`src/rtl/branch_predictor.sv`:
```
// Branch target buffer with per-entry saturating direction counters. Fetch looks it up
// every cycle; execute trains it and gets mispredict/redirect and performance counts.
module branch_predictor #(
  parameter int          XLEN      = 32,
  parameter int          ENTRIES   = 16,
  parameter int          CTR_BITS  = 2,
  parameter logic [31:0] STAT_INIT = 32'd0
) (
  input  logic            CLK,
  input  logic            RST,
  input  logic [XLEN-1:0] PCF,
  output logic            PredTakenF,
  output logic [XLEN-1:0] PredTargetF,
  input  logic            UpdateE,
  input  logic [XLEN-1:0] PCE,
  input  logic            TakenE,
  input  logic [XLEN-1:0] TargetE,
  input  logic            PredTakenE,
  input  logic [XLEN-1:0] PredTargetE,
  output logic            MispredictE,
  output logic [XLEN-1:0] RedirectPCE,
  output logic [31:0]     BranchCount,
  output logic [31:0]     MispredCount
);
  localparam int IDX  = $clog2(ENTRIES);
  localparam int TAGW = XLEN - IDX - 2;
  localparam logic [CTR_BITS-1:0] CTR_WT   = CTR_BITS'(1'b1) << (CTR_BITS - 1);
  localparam logic [CTR_BITS-1:0] CTR_WNT  = CTR_WT - CTR_BITS'(1'b1);
  localparam logic [CTR_BITS-1:0] CTR_MAX  = {CTR_BITS{1'b1}};
  localparam logic [CTR_BITS-1:0] CTR_MIN  = {CTR_BITS{1'b0}};
  localparam logic [31:0]         STAT_MAX = 32'hFFFF_FFFF;

  logic                validR  [ENTRIES];
  logic [TAGW-1:0]     tagR    [ENTRIES];
  logic [XLEN-1:0]     targetR [ENTRIES];
  logic [CTR_BITS-1:0] ctrR    [ENTRIES];

  logic [IDX-1:0]  fIdxS;
  logic [IDX-1:0]  eIdxS;
  logic [TAGW-1:0] fTagS;
  logic [TAGW-1:0] eTagS;
  logic            fHitS;
  logic            eHitS;
  logic            mispredS;
  logic [XLEN-1:0] pcfPlus4S;
  logic [XLEN-1:0] pcePlus4S;

  function automatic logic [CTR_BITS-1:0] ctrNext(input logic [CTR_BITS-1:0] ctr,
                                                  input logic taken);
    logic [CTR_BITS-1:0] nxt;
    if (taken) begin
      if (ctr == CTR_MAX) nxt = ctr;
      else                nxt = ctr + CTR_BITS'(1'b1);
    end else begin
      if (ctr == CTR_MIN) nxt = ctr;
      else                nxt = ctr - CTR_BITS'(1'b1);
    end
    return nxt;
  endfunction

  assign fIdxS     = PCF[IDX+1:2];
  assign fTagS     = PCF[XLEN-1:IDX+2];
  assign eIdxS     = PCE[IDX+1:2];
  assign eTagS     = PCE[XLEN-1:IDX+2];
  assign pcfPlus4S = PCF + XLEN'(32'd4);
  assign pcePlus4S = PCE + XLEN'(32'd4);

  // Lookup reads pre-update state only; there is deliberately no bypass from execute.
  assign fHitS       = validR[fIdxS] && (tagR[fIdxS] == fTagS);
  assign PredTakenF  = fHitS && ctrR[fIdxS][CTR_BITS-1];
  assign PredTargetF = PredTakenF ? targetR[fIdxS] : pcfPlus4S;

  assign eHitS       = validR[eIdxS] && (tagR[eIdxS] == eTagS);
  assign mispredS    = UpdateE && ((PredTakenE != TakenE) ||
                                   (TakenE && PredTakenE && (PredTargetE != TargetE)));
  assign MispredictE = mispredS;
  assign RedirectPCE = TakenE ? TargetE : pcePlus4S;

  // BTB entry training: counter update on hit, allocation on a taken miss.
  always_ff @(posedge CLK or posedge RST) begin
    if (RST) begin
      for (int i = 0; i < ENTRIES; i++) begin
        validR[i]  <= 1'b0;
        tagR[i]    <= {TAGW{1'b0}};
        targetR[i] <= {XLEN{1'b0}};
        ctrR[i]    <= CTR_WNT;
      end
    end else if (UpdateE) begin
      if (eHitS) begin
        ctrR[eIdxS] <= ctrNext(ctrR[eIdxS], TakenE);
        if (TakenE) targetR[eIdxS] <= TargetE;
      end else if (TakenE) begin
        validR[eIdxS]  <= 1'b1;
        tagR[eIdxS]    <= eTagS;
        targetR[eIdxS] <= TargetE;
        ctrR[eIdxS]    <= CTR_WT;
      end
    end
  end

  // Performance counters, saturating at all-ones rather than wrapping.
  always_ff @(posedge CLK or posedge RST) begin
    if (RST) begin
      BranchCount  <= STAT_INIT;
      MispredCount <= STAT_INIT;
    end else begin
      if (UpdateE && (BranchCount != STAT_MAX))   BranchCount  <= BranchCount + 32'd1;
      if (mispredS && (MispredCount != STAT_MAX)) MispredCount <= MispredCount + 32'd1;
    end
  end
endmodule
```
`config.mk`:
```
export PLATFORM = sky130hd
export DESIGN_NAME = branch_predictor
export DESIGN_NICKNAME = d
export VERILOG_FILES = /design/src/rtl/branch_predictor.sv
export SDC_FILE = /design/constraint.sdc
export NUM_CORES = 2
export LEC_CHECK = 0
export CORE_MARGIN = 5
export CORE_UTILIZATION = 25
export DETAILED_ROUTE_END_ITERATION = 12
export GPL_TIMING_DRIVEN = 0
export PLACE_DENSITY = 0.5
export SYNTH_ARGS = -nofsm -noshare
export SYNTH_HDL_FRONTEND = slang
export SYNTH_SLANG_ARGS = --single-unit
```
`constraint.sdc`:
```
create_clock -name CLK -period 49.7 [get_ports CLK]
set_clock_uncertainty 0.15 [all_clocks]
set_input_delay 7.455 -clock CLK [delete_from_list [all_inputs] [get_ports CLK]]
set_output_delay 7.455 -clock CLK [all_outputs]
set_load 0.02 [all_outputs]
```
==> results.toml <==
[outcome]
run_status = "finished, violations left"
violations = "max-capacitance violations, max-slew violations"

[clocking]
postCtsResizedCells = 0
numCtsBuffers = 119
clock_sinks = 1040
post_cts_buffers = 0
holdBufCountCts = 0
cts_max_path_buffers = 3
htree_levels = 3
cts_root_buf = "clkbuf_16"
clk_latency_ns = 0.79
clk_pin_slew_ns = 0.06
cts_tree = "done"

[floorplanning]
die_x_um = 474
initial_core_util_pct = 25.1
num_rows = 170
die_y_um = 474
core_area_sq_um = 215000
pin_count = 263
dieArea_sq_um = 225000

[critical_path]
critPathKind = "input port to output port"
crit_fanout = 11
worst_ep_required_time_ns = 42.10
crit_arrival_ns = 15.94
ff2ff_setup_slack_ns = 44.35
ff2ff_path_depth = 9
timing.rr.start = "tagR[138]"
max_stage_delay_ns = 1.05
critPathSlowestCell = "nand4_1"
crit_end = "PredTargetF[2]"
reg2reg_to = "tagR[344]"
cp-startpoint = "PCF[3]"
worstSetupEndpointType = "output port"
cp-start-kind = "input port"
path_cells = "clkdlybuf4s50_1 -> buf_2 -> buf_2 -> buf_2 -> buf_2 -> buf_2 -> clkbuf_1 -> mux4_2 -> mux2i_1 -> xor2_1 -> o21ai_0 -> o32ai_1 -> nand4_1 -> buf_2 -> mux2i_1 -> clkdlybuf4s50_1"
cpMostUsedCell = "buf_2"

[global_routing]
grt_pass1_wl_mm = 310
grt_antenna_before_repair = 23
gr-total-overflow = 0
grtUsageTotal_pct = 19.5
grt_max_degree = 130
first_global_vias = 38100

[sta]
setup_viol = 0
period_needed_ns = 23.54
slew_violations = 21
worst_pin_slew_ns = 1.52
min_period_over_period_pct = 47.4
hold_viol_final = 0
holdWs_ns = 0.325
rsz0062_at_grt = "no"
slew_headroom_pct = -1.16
max_freq_ghz = 0.0425
fin_ws_ns = 26.16

[cells_and_area]
instances_no_fill = 7120
drive_gt1_share_pct = 39.7
area_growth_pct = 19.2
fin_nets = 4308
fillers = 21600
final_util_pct = 29.9

[route]
drt_iter0_markers = 3816
firstDrtPassIters = 7
vias = 37100
drcViolationCount = 0
wl_per_cell_um = 31.2
postRouteAntennaNets = 0
wl_mm = 222
avgViaCountPerCell = 5.21

[place]
port_buffers = 216
dp_cells = 6884
place_congestion = 0.968
hpwlAfterDp_mm = 162
pre_cts_ws_ns = 26.15

[logic_synthesis]
synth_ff_type = "dfrtp_1"
synthCells = 3819
async_flop_share_pct = 100
syn_avg_cell_area_sq_um = 14.1
ys_seq_area_share_pct = 48.3
synth_area_sq_um = 53900
synth_nets = 3960
ys.warnings.count = 0
synth_edf_count = 0
synth_seq_cells = 1040
synth_cell_types = 68

[worst_hold_path]
hold_path_class = "flop to flop"

[power_and_ir_drop]
ir_worst_vdd_uv = 29.6
leakagePower_nw = 27.0
power.total_mw = 2.61
powerDensity_nw_per_um2 = 40.7

[job]
maxCapViolations = 2
sequential cells by signal, summed over array words and instances (netlist names):
| register | flops |
|---|---|
| targetR | 512 |
| ctrR | 32 |
| tagR | 416 |
| validR | 16 |
| BranchCount | 32 |
| MispredCount | 32 |
cell usage in the layout, fill, tap and decap left out, drive strengths merged, types with 13 or more instances in the layout:
cell type	synthesis	routed
mux2	981	981
dfstp	16	16
clkbuf	231	408
o21ai	52	52
nand3	68	68
xor2	54	54
mux4	352	352
a21oi	27	27
a31oi	28	28
nor2	91	91
a22o	17	17
nand4	58	58
nand2	146	146
clkdlybuf4s50	0	216
a221oi	14	14
mux2i	128	128
a22oi	26	26
dfrtp	1024	1024
buf	128	139
diode	0	13
inv	28	32
bufinv	0	17
or2	19	19
xnor2	123	123
and3	27	27
clkinv	3	24
o22ai	14	14
nor3	22	22
Yosys cell counts (19+ instances only):
cell type / n / area share (%)
a21oi_1: 27 / 0.25
a22oi_1: 26 / 0.36
and3_1: 27 / 0.31
buf_1: 33 / 0.23
buf_2: 52 / 0.48
buf_4: 39 / 0.54
clkbuf_1: 231 / 1.6
dfrtp_1: 1024 / 48
inv_1: 28 / 0.19
mux2_2: 981 / 20
mux2i_1: 128 / 2.4
mux4_2: 352 / 15
nand2_1: 146 / 1.0
nand3_1: 68 / 0.63
nand4_1: 58 / 0.67
nor2_1: 91 / 0.63
nor3_1: 22 / 0.20
o21ai_0: 52 / 0.48
or2_2: 19 / 0.22
xnor2_1: 123 / 2.0
xor2_1: 54 / 0.88
through the flow:
step	setup TNS [ns]	cell area (sq um)
2_1_floorplan	0	53900
3_3_place_gp	-541.73	59600
3_5_place_dp	0	60000
4_1_cts	0	64200
5_1_grt	0	64300
6_report	0	64300
cell type report:
type / instances / area, sq um / share of cell area [%]
Multi-Input combinational cell: 2389 / 26200 / 40.7
Inverter: 31 / 124 / 0.193
Tap cell: 2838 / 3550 / 5.52
Timing Repair Buffer: 227 / 2450 / 3.82
Antenna cell: 13 / 32.5 / 0.0506
Clock buffer: 177 / 3510 / 5.45
Sequential cell: 1040 / 26000 / 40.5
Clock inverter: 46 / 787 / 1.22
Buffer: 359 / 1590 / 2.48
cells by family after synthesis:
family          Yosys count  share of synthesized area (%)
compound gates          243                           3.35
xor+xnor                177                           2.87
fa+ha+maj                10                          0.223
buf+inv                 390                           3.16
flops                  1040                           48.3
mux                    1461                           37.6
simple gates            498                           4.55
critical path: cells and delay by family:
family,cells,cell delay [ns]
buf+inv,9,5.31
compound gates,2,0.31
mux,3,1.51
simple gates,1,1.05
xor+xnor,1,0.22
power by group:
part | switching, mW | total [mW] | internal (mW)
combinational | 0.255 | 0.535 | 0.280
clock | 0.392 | 0.970 | 0.577
sequential | 0.104 | 1.11 | 1.01
total | 0.751 | 2.61 | 1.86
worst min path at each step:
stage,start,end,slack (ns),depth (start not counted)
4_1_cts,ctrR[30],ctrR[30],0.33,2
3_5_place_dp,ctrR[12],ctrR[12],0.32,2
3_3_place_gp,ctrR[18],ctrR[18],0.31,2
2_1_floorplan,ctrR[10],ctrR[10],0.30,2
5_1_grt,ctrR[4],ctrR[4],0.35,2
6_report,ctrR[30],ctrR[30],0.32,2
per-layer routing:
metal | part of all wire (%) | global-route usage, %
met2 | 45 | 29.9
met5 | 0.0058 | 0
met4 | 5.2 | 8.94
met3 | 7.5 | 4.29
met1 | 42 | 26.3
No activity file was read; power rests on OpenSTA's default activity.
==> variant, RTL diff (config.mk and constraints unchanged) <==
Register the output `PredTargetF`, without a reset; this adds one clock of latency there. The other outputs are not delayed to match.
--- a/src/rtl/branch_predictor.sv
+++ b/src/rtl/branch_predictor.sv
@@ -69,5 +69,7 @@
   assign fHitS       = validR[fIdxS] && (tagR[fIdxS] == fTagS);
   assign PredTakenF  = fHitS && ctrR[fIdxS][CTR_BITS-1];
-  assign PredTargetF = PredTakenF ? targetR[fIdxS] : pcfPlus4S;
+  always_ff @(posedge CLK) begin
+    PredTargetF <= PredTakenF ? targetR[fIdxS] : pcfPlus4S;
+  end
 
   assign eHitS       = validR[eIdxS] && (tagR[eIdxS] == eTagS);
Check against the original RTL: not settled (the Yosys comparison gave no result); the edit may change what the design does.
==> variant against the unedited design <==
The flow still finishes with violations (capacitance limit, slew limit). First-iteration DRC count down 3.6%. Setup slack better by 1.8 ns. Design area rose by 1.1%. Routed wire length increased by 1.3%. Area after synthesis rose by 1.4%. Fmax is 8.1% higher. Utilization decreased by 0.060 points. Sequential cell count increased by 32. Total power is 0.33% higher. Critical path depth down 3.
==> variant: results (changes against the unedited design) <==
<table>
<tr><th>Metric</th><th>Value</th></tr>
<tr><th colspan="2">Synth</th></tr>
<tr><td>Net count of the mapped netlist</td><td>4563 (was 3960)</td></tr>
<tr><td>Commonest cells in the netlist</td><td>sky130_fd_sc_hd__dfrtp_1, sky130_fd_sc_hd__nand2_1, sky130_fd_sc_hd__mux2_2, sky130_fd_sc_hd__mux4_2, sky130_fd_sc_hd__clkbuf_1 (was sky130_fd_sc_hd__dfrtp_1, sky130_fd_sc_hd__mux2_2, sky130_fd_sc_hd__mux4_2, sky130_fd_sc_hd__clkbuf_1, sky130_fd_sc_hd__nand2_1)</td></tr>
<tr><td>Ys async rst share</td><td>0.970 (was 1.00)</td></tr>
<tr><th colspan="2">GRT</th></tr>
<tr><td>First-pass GRT wire length</td><td>316 mm (was 310 mm)</td></tr>
<tr><td>Met1 capacity usage during global routing</td><td>0.247 (was 0.263)</td></tr>
<tr><td>Met3 capacity usage during global routing</td><td>0.0372 (was 0.0429)</td></tr>
<tr><td>Total routing resource utilization after global routing</td><td>0.193 (was 0.195)</td></tr>
<tr><th colspan="2">Detailed routing</th></tr>
<tr><td>Iter 0 DRT Violations</td><td>3678 (was 3816)</td></tr>
<tr><td>Number of iterations in the first detailed-routing pass</td><td>6 (was 7)</td></tr>
<tr><th colspan="2">Timing</th></tr>
<tr><td>Final number of max-transition violations</td><td>11 (was 21)</td></tr>
<tr><td>Max-Slew Margin vs Limit</td><td>-0.00959 (was -0.0116)</td></tr>
<tr><th colspan="2">Status</th></tr>
<tr><td>Violated checks</td><td>capacitance limit, slew limit (unchanged)</td></tr>
<tr><td>Outcome</td><td>finished, violations left (unchanged)</td></tr>
<tr><th colspan="2">Run</th></tr>
<tr><td>Count of max-cap constraint violations</td><td>2 (unchanged)</td></tr>
<tr><th colspan="2">Critical path</th></tr>
<tr><td>Worst-path cell with the longest stage delay</td><td>sky130_fd_sc_hd__clkbuf_1 (was sky130_fd_sc_hd__nand4_1)</td></tr>
<tr><td>Max incr delay on CP</td><td>1.09 ns (was 1.05 ns)</td></tr>
<tr><td>R2R Path Start</td><td>tagR[391] (was tagR[138])</td></tr>
<tr><td>Endpoint of the worst-slack reg-to-reg timing path</td><td>PredTargetF[17] (was tagR[344])</td></tr>
<tr><th colspan="2">Place</th></tr>
<tr><td>Cell area after placement</td><td>0.0607 mm² (was 0.0600 mm²)</td></tr>
<tr><th colspan="2">CTS</th></tr>
<tr><td>Number of clock buffers inserted by TritonCTS</td><td>120 (was 119)</td></tr>
</table>
-- variant: metal layers --
metal  share of wire  vias up
met5         0.00019        -
met4           0.060        6
met3           0.067      455
met2            0.47     1517
met1            0.41    20919
li1                -    16468
-- variant: worst min-delay path by stage --
stage	startpoint	to	slack, ns	cells after the start
final	targetR[138]	targetR[138]	0.32	2
after detailed placement	targetR[426]	targetR[426]	0.31	2
after global routing	targetR[273]	targetR[273]	0.34	2
after floorplan	targetR[160]	targetR[160]	0.29	2
after global placement	targetR[464]	targetR[464]	0.30	2
after CTS	targetR[426]	targetR[426]	0.32	2
-- variant: area by class of cell --
type	count	area, µm²
Antenna cell	11	27.5
Inverter	35	139
Clock buffer	165	3510
Multi-Input combinational cell	2939	26100
Tap cell	2854	3570
Fill cell	22195	152000
Timing Repair Buffer	229	2450
Clock inverter	54	693
Sequential cell	1072	26700
Buffer	376	1770
-- variant: through the flow --
step	setup WS, ns	total power (W)	setup TNS (ns)	utilization	instances
after global routing	27.93	0.00272	0	0.299	7727
after CTS	27.91	0.00264	0	0.299	7724
final	27.92	0.00262	0	0.299	7735
after detailed placement	27.91	0.00167	0	0.279	7505
after floorplan	12.85	0.00146	0	-	4422
after global placement	-0.965	0.00166	-754.60	0.278	7495
-- variant: cells by family after synthesis --
family	share of synthesized area
adder cells (fa/ha/maj)	0.00220
buffers and inverters	0.0347
AO/OA/AOI/OAI	0.0387
multiplexers	0.306
XOR/XNOR	0.0319
flip-flops	0.488
AND/OR/NAND/NOR	0.0992
-- variant: power by group --
group | leakage, nW | switching (W) | internal [W]
clock | 2.07 | 0.000402 | 0.000556
combinational | 12.4 | 0.000273 | 0.000259
sequential | 13.6 | 0.000102 | 0.00103
total | 28.0 | 0.000777 | 0.00185
-- variant: worst register-to-register path, cell delays in order, from the launching register on --
cell and delay [ns]:
sky130_fd_sc_hd__dfrtp_1 0.40, sky130_fd_sc_hd__mux4_2 0.48, sky130_fd_sc_hd__a22o_1 0.24, sky130_fd_sc_hd__a221oi_1 0.82
sky130_fd_sc_hd__xor2_1 0.23, sky130_fd_sc_hd__nand2_1 0.14, sky130_fd_sc_hd__or4_1 0.59, sky130_fd_sc_hd__nor3_4 0.76
sky130_fd_sc_hd__buf_4 0.40, sky130_fd_sc_hd__mux2_1 0.55
